`src/rtl/i2c_temp_responder_pkg.sv`:
```
// Shared types and constants for the I2C temperature responder.
// Imported by the line filter and the top-level responder.
package i2c_temp_responder_pkg;

  typedef enum logic [2:0] {
    IDLE,
    ADDR,
    ADDR_ACK,
    TX_BYTE,
    RX_MACK,
    RX_BYTE,
    RX_ACK,
    WAIT_STOP
  } state_e;

  localparam logic [6:0] DEF_ADDR   = 7'h4B;
  localparam int         FILT_DEPTH = 3;
  localparam int         NUM_BYTES  = 2;

endpackage

```
`src/rtl/i2c_temp_responder_line_filter.sv`:
```
// Two-flop synchronizer plus majority filter for one I2C line.
// Edge pulses are combinational, one cycle ahead of the filt level.
module i2c_line_filter
  import i2c_temp_responder_pkg::*;
(
  input  logic clk,
  input  logic rst_n,
  input  logic din,
  output logic filt,
  output logic rise,
  output logic fall
);

  localparam int CW = $clog2(FILT_DEPTH + 1);

  logic [1:0]            sync_q, sync_d;
  logic [FILT_DEPTH-1:0] samp_q, samp_d;
  logic                  filt_q, filt_d;
  logic [CW-1:0]         ones;

  always_comb begin
    sync_d = {sync_q[0], din};
    samp_d = {samp_q[FILT_DEPTH-2:0], sync_q[1]};
    ones   = '0;
    for (int i = 0; i < FILT_DEPTH; i++) begin
      ones = ones + CW'(samp_q[i]);
    end
    filt_d = (ones > CW'(FILT_DEPTH / 2));
  end

  // Idle bus is high, so reset everything to 1.
  always_ff @(posedge clk) begin
    if (!rst_n) begin
      sync_q <= '1;
      samp_q <= '1;
      filt_q <= 1'b1;
    end else begin
      sync_q <= sync_d;
      samp_q <= samp_d;
      filt_q <= filt_d;
    end
  end

  assign filt = filt_q;
  assign rise = filt_d & ~filt_q;
  assign fall = ~filt_d & filt_q;

endmodule

```
`src/rtl/i2c_temp_responder.sv`:
```
// I2C target that serves a latched 16-bit temperature word (MSB first)
// and stores the last register-pointer byte written by the master.
module i2c_temp_responder
  import i2c_temp_responder_pkg::*;
#(
  parameter logic [6:0]  SLAVE_ADDR = DEF_ADDR,
  parameter logic [15:0] TEMP_RESET = 16'h0000
) (
  input  logic        clk_100MHz,
  input  logic        reset,
  input  logic        SCL,
  input  logic        SDA_in,
  output logic        SDA_oe,
  input  logic [15:0] temp_in,
  output logic [7:0]  pointer,
  output logic        busy,
  output logic        rd_done
);

  logic scl_f, scl_rise, scl_fall;
  logic sda_f, sda_rise, sda_fall;
  logic start, stop;

  state_e      state_q, state_d;
  logic [2:0]  cnt_q, cnt_d;
  logic [7:0]  shreg_q, shreg_d;
  logic [15:0] shadow_q, shadow_d;
  logic [7:0]  pointer_q, pointer_d;
  logic        byte_sel_q, byte_sel_d;
  logic        rw_q, rw_d;
  logic        phase_q, phase_d;
  logic        oe_q, oe_d;
  logic        busy_q, busy_d;
  logic        rd_done_q, rd_done_d;
  logic [7:0]  tx_byte;

  i2c_line_filter u_scl (
    .clk  (clk_100MHz),
    .rst_n(reset),
    .din  (SCL),
    .filt (scl_f),
    .rise (scl_rise),
    .fall (scl_fall)
  );

  i2c_line_filter u_sda (
    .clk  (clk_100MHz),
    .rst_n(reset),
    .din  (SDA_in),
    .filt (sda_f),
    .rise (sda_rise),
    .fall (sda_fall)
  );

  assign start   = sda_fall & scl_f;
  assign stop    = sda_rise & scl_f;
  assign tx_byte = byte_sel_q ? shadow_q[7:0] : shadow_q[15:8];

  always_comb begin
    state_d    = state_q;
    cnt_d      = cnt_q;
    shreg_d    = shreg_q;
    shadow_d   = shadow_q;
    pointer_d  = pointer_q;
    byte_sel_d = byte_sel_q;
    rw_d       = rw_q;
    phase_d    = phase_q;
    oe_d       = oe_q;
    busy_d     = busy_q;
    rd_done_d  = 1'b0;
    // Bus conditions take priority over any same-cycle SCL edge.
    if (start) begin
      state_d = ADDR;
      cnt_d   = '0;
      phase_d = 1'b0;
      oe_d    = 1'b0;
    end else if (stop) begin
      state_d = IDLE;
      cnt_d   = '0;
      phase_d = 1'b0;
      oe_d    = 1'b0;
      busy_d  = 1'b0;
    end else begin
      unique case (state_q)
        IDLE: ;
        ADDR: begin
          if (scl_rise) begin
            shreg_d = {shreg_q[6:0], sda_f};
            cnt_d   = cnt_q + 3'd1;
            if (cnt_q == 3'd7) begin
              if (shreg_q[6:0] == SLAVE_ADDR) begin
                state_d    = ADDR_ACK;
                busy_d     = 1'b1;
                rw_d       = sda_f;
                byte_sel_d = 1'b0;
                if (sda_f) shadow_d = temp_in;
              end else begin
                state_d = WAIT_STOP;
                busy_d  = 1'b0;
              end
            end
          end
        end
        ADDR_ACK, RX_ACK: begin
          if (scl_fall) begin
            if (!phase_q) begin
              oe_d    = 1'b1;
              phase_d = 1'b1;
            end else if (state_q == ADDR_ACK && rw_q) begin
              phase_d = 1'b0;
              state_d = TX_BYTE;
              oe_d    = ~shadow_q[15];
              cnt_d   = 3'd1;
            end else begin
              phase_d = 1'b0;
              state_d = RX_BYTE;
              oe_d    = 1'b0;
              cnt_d   = '0;
            end
          end
        end
        TX_BYTE: begin
          if (scl_fall) begin
            if (cnt_q == 3'd0) begin
              state_d = RX_MACK;
              oe_d    = 1'b0;
            end else begin
              oe_d  = ~tx_byte[3'd7 - cnt_q];
              cnt_d = cnt_q + 3'd1;
            end
          end
        end
        RX_MACK: begin
          if (scl_rise) begin
            if (byte_sel_q == 1'(NUM_BYTES - 1)) begin
              rd_done_d = 1'b1;
              state_d   = WAIT_STOP;
            end else if (sda_f) begin
              state_d = WAIT_STOP;
            end else begin
              phase_d = 1'b1;
            end
          end else if (scl_fall && phase_q) begin
            phase_d    = 1'b0;
            byte_sel_d = 1'b1;
            state_d    = TX_BYTE;
            oe_d       = ~shadow_q[7];
            cnt_d      = 3'd1;
          end
        end
        RX_BYTE: begin
          if (scl_rise) begin
            shreg_d = {shreg_q[6:0], sda_f};
            cnt_d   = cnt_q + 3'd1;
            if (cnt_q == 3'd7) begin
              pointer_d = {shreg_q[6:0], sda_f};
              state_d   = RX_ACK;
            end
          end
        end
        WAIT_STOP: oe_d = 1'b0;
        default:   state_d = IDLE;
      endcase
    end
  end

  always_ff @(posedge clk_100MHz) begin
    if (!reset) begin
      state_q    <= IDLE;
      cnt_q      <= '0;
      shreg_q    <= '0;
      shadow_q   <= TEMP_RESET;
      pointer_q  <= '0;
      byte_sel_q <= 1'b0;
      rw_q       <= 1'b0;
      phase_q    <= 1'b0;
      oe_q       <= 1'b0;
      busy_q     <= 1'b0;
      rd_done_q  <= 1'b0;
    end else begin
      state_q    <= state_d;
      cnt_q      <= cnt_d;
      shreg_q    <= shreg_d;
      shadow_q   <= shadow_d;
      pointer_q  <= pointer_d;
      byte_sel_q <= byte_sel_d;
      rw_q       <= rw_d;
      phase_q    <= phase_d;
      oe_q       <= oe_d;
      busy_q     <= busy_d;
      rd_done_q  <= rd_done_d;
    end
  end

  assign SDA_oe  = oe_q;
  assign busy    = busy_q;
  assign rd_done = rd_done_q;
  assign pointer = pointer_q;

endmodule
```
`config.mk`:
```
export PLATFORM = sky130hd
export DESIGN_NAME = i2c_temp_responder
export DESIGN_NICKNAME = d
export VERILOG_FILES = /design/src/rtl/i2c_temp_responder_pkg.sv /design/src/rtl/i2c_temp_responder_line_filter.sv /design/src/rtl/i2c_temp_responder.sv
export SDC_FILE = /design/constraint.sdc
export NUM_CORES = 1
export LEC_CHECK = 0
export ABC_AREA = 1
export BUFFER_PORTS_ARGS = -buffer_cell sky130_fd_sc_hd__buf_4
export CORE_MARGIN = 2
export CORE_UTILIZATION = 45
export DETAILED_ROUTE_END_ITERATION = 10
export SLEW_MARGIN = 20
export SYNTH_ARGS = -nofsm -noshare
export SYNTH_HDL_FRONTEND = slang
export SYNTH_SLANG_ARGS = --single-unit
```
`constraint.sdc`:
```
create_clock -name clk_100MHz -period 2.04 [get_ports clk_100MHz]
set_clock_uncertainty 0.05 [all_clocks]
set_input_delay 0.204 -clock clk_100MHz [delete_from_list [all_inputs] [get_ports clk_100MHz]]
set_output_delay 0.204 -clock clk_100MHz [all_outputs]
set_load 0.03 [all_outputs]
```
==> metrics.txt, run 1 <==
outcome completed; Crit. End Element flop; Register Area 1101 um2; Reg2Reg Depth 12; WS Path Type reg2reg; synth unique cells 29; setup TNS 0 ns; NumNets Final 426; Combinational Power Share 38.6%; RSZ-0062 raised after global routing false; antenna viol nets, final 0; sw frac 40.58%; Req. time, crit path 2.24 ns; via count 2,392; port buffer count 30; IO Pins 31; flop-to-flop setup slack 0.15 ns; vias per inst 5.046; synth-to-layout area growth 18.69%; initial DRC count 170; first-pass GRT wire length 10,140 um; FILL cells 587; Internal Power 1.851 mW; RR Endpoint shadow_q[15]; Critical Path Source Type flop; Ys Warns 0; overall routing resource usage 19.88%; CTS tree done; Compound-Gate Fraction of Synth Area 13.23%; CP max-delay cell dfxtp_1; initial antenna violation count 0; clock slew at reported path FFs 0.10 ns; Peak supply drop 466.5 uV; Synth Flop Type dfxtp_1; Clk network pwr share 20.4%; post-route cell area 3075 um2; Hold Path Origin SDA_in; min cycle time layout 1.895 ns; simple-gate share of the synthesized area 34.43%; grt total ovfl 0; worst skew pair latency 0.31 ns; Multi-input gate area 1320 um2; Mapped Area 2591 um2; CP Buf/Inv Count 3; worst slew pin tran 0.4206 ns; dpl hpwl 4294 um; slew margin rel. 71.93%; # hold bufs at CTS 0; fin crit share 92.89%; Seq/Total Area, Yosys 42.49%; highest clock rate 527.7 MHz; Final Setup Violations 0; number of synthesized flops with an enable pin 0; htree depth 2; die width 79.89 um; CTS Sinks 55; die area 6382 um2; Crit Path Max Fanout 9; fraction of layout instances using a drive strength above 1 22.39%; CTS max path bufs 2; Final Max Tran Viols 0; Initial Util 46.77%; Die Height 79.89 um; antenna cells 0; Reg power frac 41.0%; DRC 0; Core Footprint 5540 um2; largest net degree at the start of global routing 22; Post-Syn Instances 359; FFs w/ async S/R, synth 0%; worst min path class in2reg; Critical Path Most Common Cell nand2_4; crit-path max cell delay 0.33 ns; placed cell areas 2905 um2; RePlAce Congestion 0.9127; Hold Path Sink u_sda.sync_q[0]; CP top delay family simple AND/OR/NAND/NOR gates; multiplexer area fraction after synthesis 0%; XOR/XNOR share of the synthesized area 0%; Post-Synth Adder-Cell Area 2.414%; leakage power 1.416 nW; worst r2r src u_scl.samp_q[0]; drt first pass iters 4; Fin. Hold Viols 0; CP arrival 2.09 ns; CTS Buf Count 5; pwr dens 1013 nW/um2; post-synthesis register bit count 55; routed length per instance 12.63 um; combinational family with the most area after synthesis simple AND/OR/NAND/NOR gates; sequence of cells on the critical path ha_1, nand2_1, nand2_2, nand2_4, inv_6, nand3_2, inv_2, nand2_4, nor2_8, buf_4, o21ai_0, nor2_1; Max Cap Viol 0; final wirelength 5988 um; hold path cells 2; Avg Cell Area, Syn 7.218 um2; vias in the first global route 2,183; Sw Pwr 1.264 mW; syn_nets 384; clk root buf clkbuf_8; FP Rows 27
-- state kept, by name, summed over array words and instances (netlist names), 3 cells and up --
signal        count
state_q           3
cnt_q             3
pointer           8
u_sda.samp_q      3
shadow_q         16
u_scl.samp_q      3
shreg_q           7
-- per-layer routing --
layer	vias up	part of all wire (%)	global-route usage, %
met5	-	0	0
met4	0	1.2	5.424
met3	8	4.5	3.394
met2	64	44	31.67
met1	1076	50	27.70
li1	1244	-	-
-- Yosys cell counts (3+ instances only) --
cell	instances	share of area [%]
or2_2	10	2.4
a21oi_1	26	5.0
nor2_1	60	8.7
nand3_1	30	5.8
ha_1	5	2.4
inv_1	29	4.2
inv_2	4	0.58
nor2_2	4	0.97
inv_4	3	0.72
nand2_2	4	0.97
dfxtp_1	55	42
nand4_1	4	0.97
nor2_4	4	1.7
o21ai_0	30	5.8
nand2_1	62	9.0
clkbuf_1	5	0.72
o21ai_1	3	0.58
nand2_4	4	1.7
nor3_1	4	0.77
-- final cells by class --
cell class	count	area share, %
multi-input cells	260	42.92
inverters	37	4.923
well taps	72	2.929
flip-flops and latches	55	35.80
repair buffers	42	10.29
clock buffers	6	2.685
clock inverters	2	0.4475
-- cell usage in the layout (no fill, tap or decap), types with 2 or more instances in the layout --
cell type  count
inv_1         28
buf_4         40
o21ai_0       30
clkbuf_8       6
a21oi_1       26
o21ai_1        3
nor3_1         4
ha_1           5
nand4_1        4
or2_2         10
nor2_2         4
nand2_4        4
nand3_1       29
a22oi_1        2
dfxtp_1       55
nor2_4         5
inv_2          5
a21oi_2        2
inv_6          3
nand2_2        4
nor2_1        60
nand2_1       62
-- cell families after synthesis --
kind of cell / after synthesis
AO/OA/AOI/OAI: 65
adder cells (fa/ha/maj): 5
buffers and inverters: 45
flip-flops: 55
AND/OR/NAND/NOR: 189
-- per-stage QoR --
step           power [mW]  util, %  instances  hold WS [ns]  setup WS (ns)
6_report            3.115    55.51        474       0.02647         0.1450
5_1_grt             3.354    55.51        474       0.01662       0.006104
4_1_cts             3.109    54.18        467       0.01629        0.07644
3_5_place_dp        2.461    52.44        459        0.3449        0.09990
3_3_place_gp        2.484    52.44        459        0.3425         0.1006
2_1_floorplan       2.178        -        359        0.2606         0.3128
-- power by group through the flow --
stage	logic, mW	clock network, mW	registers, mW
floorplan	0.892	0	1.29
global placement	1.18	0	1.30
detailed placement	1.16	0	1.30
CTS	1.17	0.663	1.27
global route	1.36	0.702	1.29
finish	1.20	0.636	1.28
-- worst max path at each step --
stage / startpoint / endpoint / slack (ns) / depth (start not counted)
floorplan: u_scl.samp_q[0] / shadow_q[10] / 0.31 / 13
global placement: u_scl.samp_q[0] / shadow_q[10] / 0.10 / 12
detailed placement: u_scl.samp_q[0] / shadow_q[15] / 0.1 / 12
CTS: u_scl.samp_q[0] / shadow_q[15] / 0.08 / 12
global route: u_scl.samp_q[0] / shadow_q[15] / 0.006 / 12
finish: u_scl.samp_q[0] / shadow_q[15] / 0.15 / 12
-- repair_timing --
action | CTS | global route
buffers inserted | 0 | 5
endpoints found under the setup margin | 0 | 18
endpoints found under the hold margin | 0 | 0
resized for setup | 0 | 6
No activity file was read; power rests on OpenSTA's default activity.
==> run 2: changes to the inputs <==
- CORE_MARGIN: 2 -> unset
- CORE_UTILIZATION: 45 -> 40
==> metrics.txt, run 2 (synthesis results as in run 1) <==
fin crit share 89.95%; most frequent cells in the layout nand2_1 (62), nor2_1 (60), dfxtp_1 (55); CTS Sinks 55; CP top delay family simple AND/OR/NAND/NOR gates; antenna cells 0; Biggest register shadow_q; Core Footprint 6096 um2; # hold bufs at CTS 0; Hold Path Origin SDA_in; die area 6804 um2; CP arrival 2.00 ns; setup TNS 0 ns; via count 2,365; CTS tree done; RSZ-0062 raised after global routing false; CTS Buf Count 5; htree depth 2; grt total ovfl 0; vias per inst 5.011; fraction of layout instances using a drive strength above 1 21.41%; synth-to-layout area growth 17.38%; crit-path max cell delay 0.34 ns; max reg flops 16; Peak supply drop 532.9 uV; initial DRC count 185; Crit Path Max Fanout 17; overall routing resource usage 18.84%; worst min path class in2reg; Initial Util 42.51%; pwr dens 1015 nW/um2; NumNets Final 421; Final Max Tran Viols 0; Crit. End Element flop; worst r2r src u_scl.samp_q[0]; min cycle time layout 1.835 ns; Reg2Reg Depth 12; port buffer count 30; CP max-delay cell dfxtp_1; routed length per instance 12.24 um; Die Height 82.49 um; CP Buf/Inv Count 3; M1 WL 2914 um; worst slew pin tran 0.3895 ns; DRC 0; clock slew at reported path FFs 0.10 ns; FP Rows 28; critical path startpoint u_scl.samp_q[0]; Critical Path Source Type flop; metal3 WL 294 um; CP Depth 12; FILL cells 657; clk root buf clkbuf_8; die width 82.49 um; Final Setup Violations 0; first-pass GRT wire length 9694 um; Fin. Hold Viols 0; dpl hpwl 4208 um; initial antenna violation count 0; final wirelength 5779 um; outcome completed; DR top layer met4; CTS max path bufs 2; antenna viol nets, final 0; RePlAce Congestion 0.9176; Req. time, crit path 2.20 ns; Pwr Total 3.088 mW; sequence of cells on the critical path ha_1, nand2_1, nand2_2, nand2_4, inv_6, nand3_2, inv_2, nand2_4, nor2_8, inv_4, nor2_1, nor2_1; slew margin rel. 74.01%; most common cell after layout, fill and taps aside nand2_1; IO Pins 31; worst skew pair latency 0.31 ns; Max Cap Viol 0; highest clock rate 545.0 MHz; flop-to-flop setup slack 0.20 ns; WS Path Type reg2reg; drt first pass iters 4; hold path cells 2; WL met2 2503 um; vias in the first global route 2,164; largest net degree at the start of global routing 34; leakage power 1.390 nW
==> run 2: cell types whose count changed in the layout (fill, tap and decap cells not counted) <==
cell      change
buf_4         -3
buf_12        +1
buf_2         -1
buf_6         -1
clkbuf_8      -1
clkinv_4      +1
inv_4         +1
inv_6         -1
nor2_4        -1
o21ai_0       -1
o21ai_1       +1
==> run 2: path summary, 6_finish.rpt <==
check,endpoint
worst max-delay path,shadow_q[15]
worst min-delay path,u_sda.sync_q[0]
worst max register to register,shadow_q[15]
worst min register to register,u_scl.samp_q[0]
==> run 2: final cells by class <==
cell class | count | area [um2] | area share, %
clock buffers | 5 | 68.82 | 2.262
clock inverters | 3 | 22.52 | 0.7404
inverters | 37 | 148.9 | 4.895
multi-input cells | 259 | 1309 | 43.03
flip-flops and latches | 55 | 1101 | 36.20
well taps | 75 | 93.84 | 3.085
repair buffers | 38 | 297.8 | 9.790
==> run 2: layer usage <==
metal	GRT usage [%]	up-vias
met1	25.74	1067
met4	5.789	0
met2	29.26	59
met3	4.396	8
met5	0	-
li1	-	1231
==> run 2: report_power, final <==
part	switching, mW	internal [mW]	leakage [nW]
Clock	0.373	0.247	0.0485
Sequential	0.130	1.16	0.446
Combinational	0.770	0.412	0.896
==> run 2: timing repair <==
action,4_1_cts,5_1_grt
endpoints found under the setup margin,0,19
setup buffers,0,2
gates resized for setup,0,5
==> run 2: stage by stage <==
stage          util, %  hold slack, ns  instance area, um2  cells  setup slack, ns
5_1_grt          49.90       0.0009567                3042    472         0.001392
4_1_cts          49.22        0.008574                3000    470          0.05303
6_report         49.90         0.01780                3042    472           0.2050
3_3_place_gp     47.72          0.3412                2909    462           0.1137
2_1_floorplan        -          0.2606                2591    359           0.3128
3_5_place_dp     47.72          0.3442                2909    462          0.08821
==> run 3: changes to the inputs <==
- ABC_AREA: 1 -> unset
- SKIP_LAST_GASP: unset -> 1
==> metrics.txt, run 3 <==
flop-to-flop setup slack 0.13 ns; highest clock rate 523.5 MHz; initial antenna violation count 0; metal3 WL 231 um; vias in the first global route 1,851; Critical Path Source Type flop; setup TNS 0 ns; drt first pass iters 7; Sw Pwr 0.3988 mW; Req. time, crit path 2.19 ns; placed insts 368; CTS max path bufs 2; Peak supply drop 360.5 uV; CTS Buf Count 5; worst slew pin tran 0.4788 ns; pre-CTS setup slack 0.01083 ns; most instantiated cells after synthesis dfxtp_1 (55), mux2i_1 (35), nor2b_1 (32); leading area contributor after synthesis dfxtp_1; sequence of cells on the critical path ha_1, ha_1, a211oi_1, a221oi_4, a211o_1, o211a_1; clock slew at reported path FFs 0.10 ns; htree depth 2; routed length per instance 13.65 um; Final Setup Violations 0; Max Cap Viol 0; slew margin rel. 68.04%; combinational family with the most area after synthesis simple AND/OR/NAND/NOR gates; most frequent cell after synthesis dfxtp_1; crit-path max cell delay 0.40 ns; via count 1,965; DRC 2; Internal Power 1.377 mW; Core Util, Final 49.00%; antenna viol nets, final 0; Biggest register shadow_q; min cycle time layout 1.910 ns; RePlAce Congestion 0.8619; sw frac 22.45%; critical path startpoint cnt_q[0]; Seq/Total Area, Yosys 41.12%; CTS Sinks 55; RR Endpoint state_q[0]; Combinational Power Share 6.3%; Crit Path Max Fanout 6; vias per inst 5.212; leakage power 1.264 nW; CP top delay family compound AO/OA/AOI/OAI gates; clk root buf clkbuf_8; most common cell after layout, fill and taps aside dfxtp_1; synth unique cells 52; outcome finished with violations; Clk network pwr share 32.4%; IO Pins 31; Final Max Tran Viols 0; post-synth top area share 41.12%; port buffer count 30; post-synthesis register bit count 55; die area 7025 um2; Synth Flop Type dfxtp_1; Post-Syn Instances 261; syn_nets 286; CP Depth 6; most frequent cells in the layout dfxtp_1 (55), buf_4 (48), mux2i_1 (35); antenna cells 0; max reg flops 16; worst min path class in2reg; FP Rows 29; first-pass GRT wire length 8880 um; Initial Util 41.69%; Post-Synth Adder-Cell Area 2.336%; Die Height 83.82 um; worst skew pair latency 0.30 ns; largest net degree at the start of global routing 40; Reg power frac 61.3%; DR top layer met4; FFs w/ async S/R, synth 0%; Reg2Reg Depth 6; worst r2r src cnt_q[0]; Setup WS post-layout 0.1300 ns; Avg Cell Area, Syn 10.26 um2; CP max-delay cell dfxtp_1; fin crit share 93.63%; Crit. End Element flop; fraction of layout instances using a drive strength above 1 24.67%; simple-gate share of the synthesized area 21.50%; failing checks DRC; WL met2 2246 um; WS Path Type reg2reg; ranking of synthesized cells by area dfxtp_1 (41%), mux2i_1 (13%), nor2b_1 (7.5%); grt total ovfl 0; Core Footprint 6422 um2; CTS tree done; non-filler cells, final 377; Critical Path Most Common Cell ha_1; overall routing resource usage 15.58%; M1 WL 2591 um; XOR/XNOR share of the synthesized area 0.3271%; NumNets Final 325; CP arrival 2.06 ns; placed cell areas 3049 um2; initial DRC count 235; number of synthesized flops with an enable pin 0; CP Buf/Inv Count 0; RSZ-0062 raised after global routing true; final wirelength 5147 um; synth-to-layout area growth 17.52%; Ys Warns 0; multiplexer area fraction after synthesis 17.01%; Compound-Gate Fraction of Synth Area 12.76%; die width 83.82 um; post-route cell area 3147 um2; dpl hpwl 3745 um; Mapped Area 2678 um2; crit path to state_q[0]; pwr dens 564.4 nW/um2; Fin. Hold Viols 0
[run 3: cell type report]
class | count | area (um2)
fill | 605 | 3276
multi-input combinational | 182 | 1444
sequential | 55 | 1101
timing repair buffer | 50 | 400.4
tap | 77 | 96.34
clock buffer | 5 | 68.82
inverter | 6 | 22.52
clock inverter | 2 | 13.76
[run 3: how the worst min path moves through the flow]
stage	startpoint	endpoint	slack, ns	cells after the start
after CTS	SDA_in	u_sda.sync_q[0]	0.02	2
after floorplan	SCL	u_scl.sync_q[0]	0.26	1
final	SDA_in	u_sda.sync_q[0]	0.03	2
after detailed placement	SDA_in	u_sda.sync_q[0]	0.34	2
after global placement	u_sda.sync_q[1]	u_sda.samp_q[0]	0.34	1
after global routing	SDA_in	u_sda.sync_q[0]	0.02	2
[run 3: cells by family after synthesis]
| group | count (synthesis) |
|---|---|
| xor+xnor | 1 |
| simple gates | 96 |
| fa+ha+maj | 5 |
| buf+inv | 24 |
| compound gates | 40 |
| flops | 55 |
| mux | 40 |
[run 3: through the flow]
stage / hold slack (ns) / power [mW]
floorplan: 0.2555 / 1.178
global placement: 0.3375 / 1.223
detailed placement: 0.3430 / 1.223
CTS: 0.02489 / 1.798
global route: 0.02084 / 1.850
finish: 0.03233 / 1.776
[run 3: metal layers]
layer  GRT usage (%)  up-vias
li1                -     1001
met1           22.35      906
met2           23.55       52
met3           2.671        6
met4           5.329        0
met5               0        -
[run 3: power groups by stage]
stage | Combinational [mW] | Sequential [mW] | Clock [mW]
floorplan | 0.0691 | 1.11 | 0
global placement | 0.109 | 1.11 | 0
detailed placement | 0.109 | 1.11 | 0
CTS | 0.112 | 1.09 | 0.598
global route | 0.121 | 1.09 | 0.638
finish | 0.111 | 1.09 | 0.576
[run 3: what timing repair did]
item	in CTS	in global routing
hold buffers	0	0
resized for setup	0	0
endpoints found under the setup margin	1	4
buffers inserted	2	0
pin swaps	1	3
[run 3: worst reg2reg max path, delay by kind of cell (launching register included)]
kind / cells / cell delay [ns]
adders and majority gates: 2 / 0.46
AOI/OAI and AO/OA: 4 / 0.90
DFF: 1 / 0.40
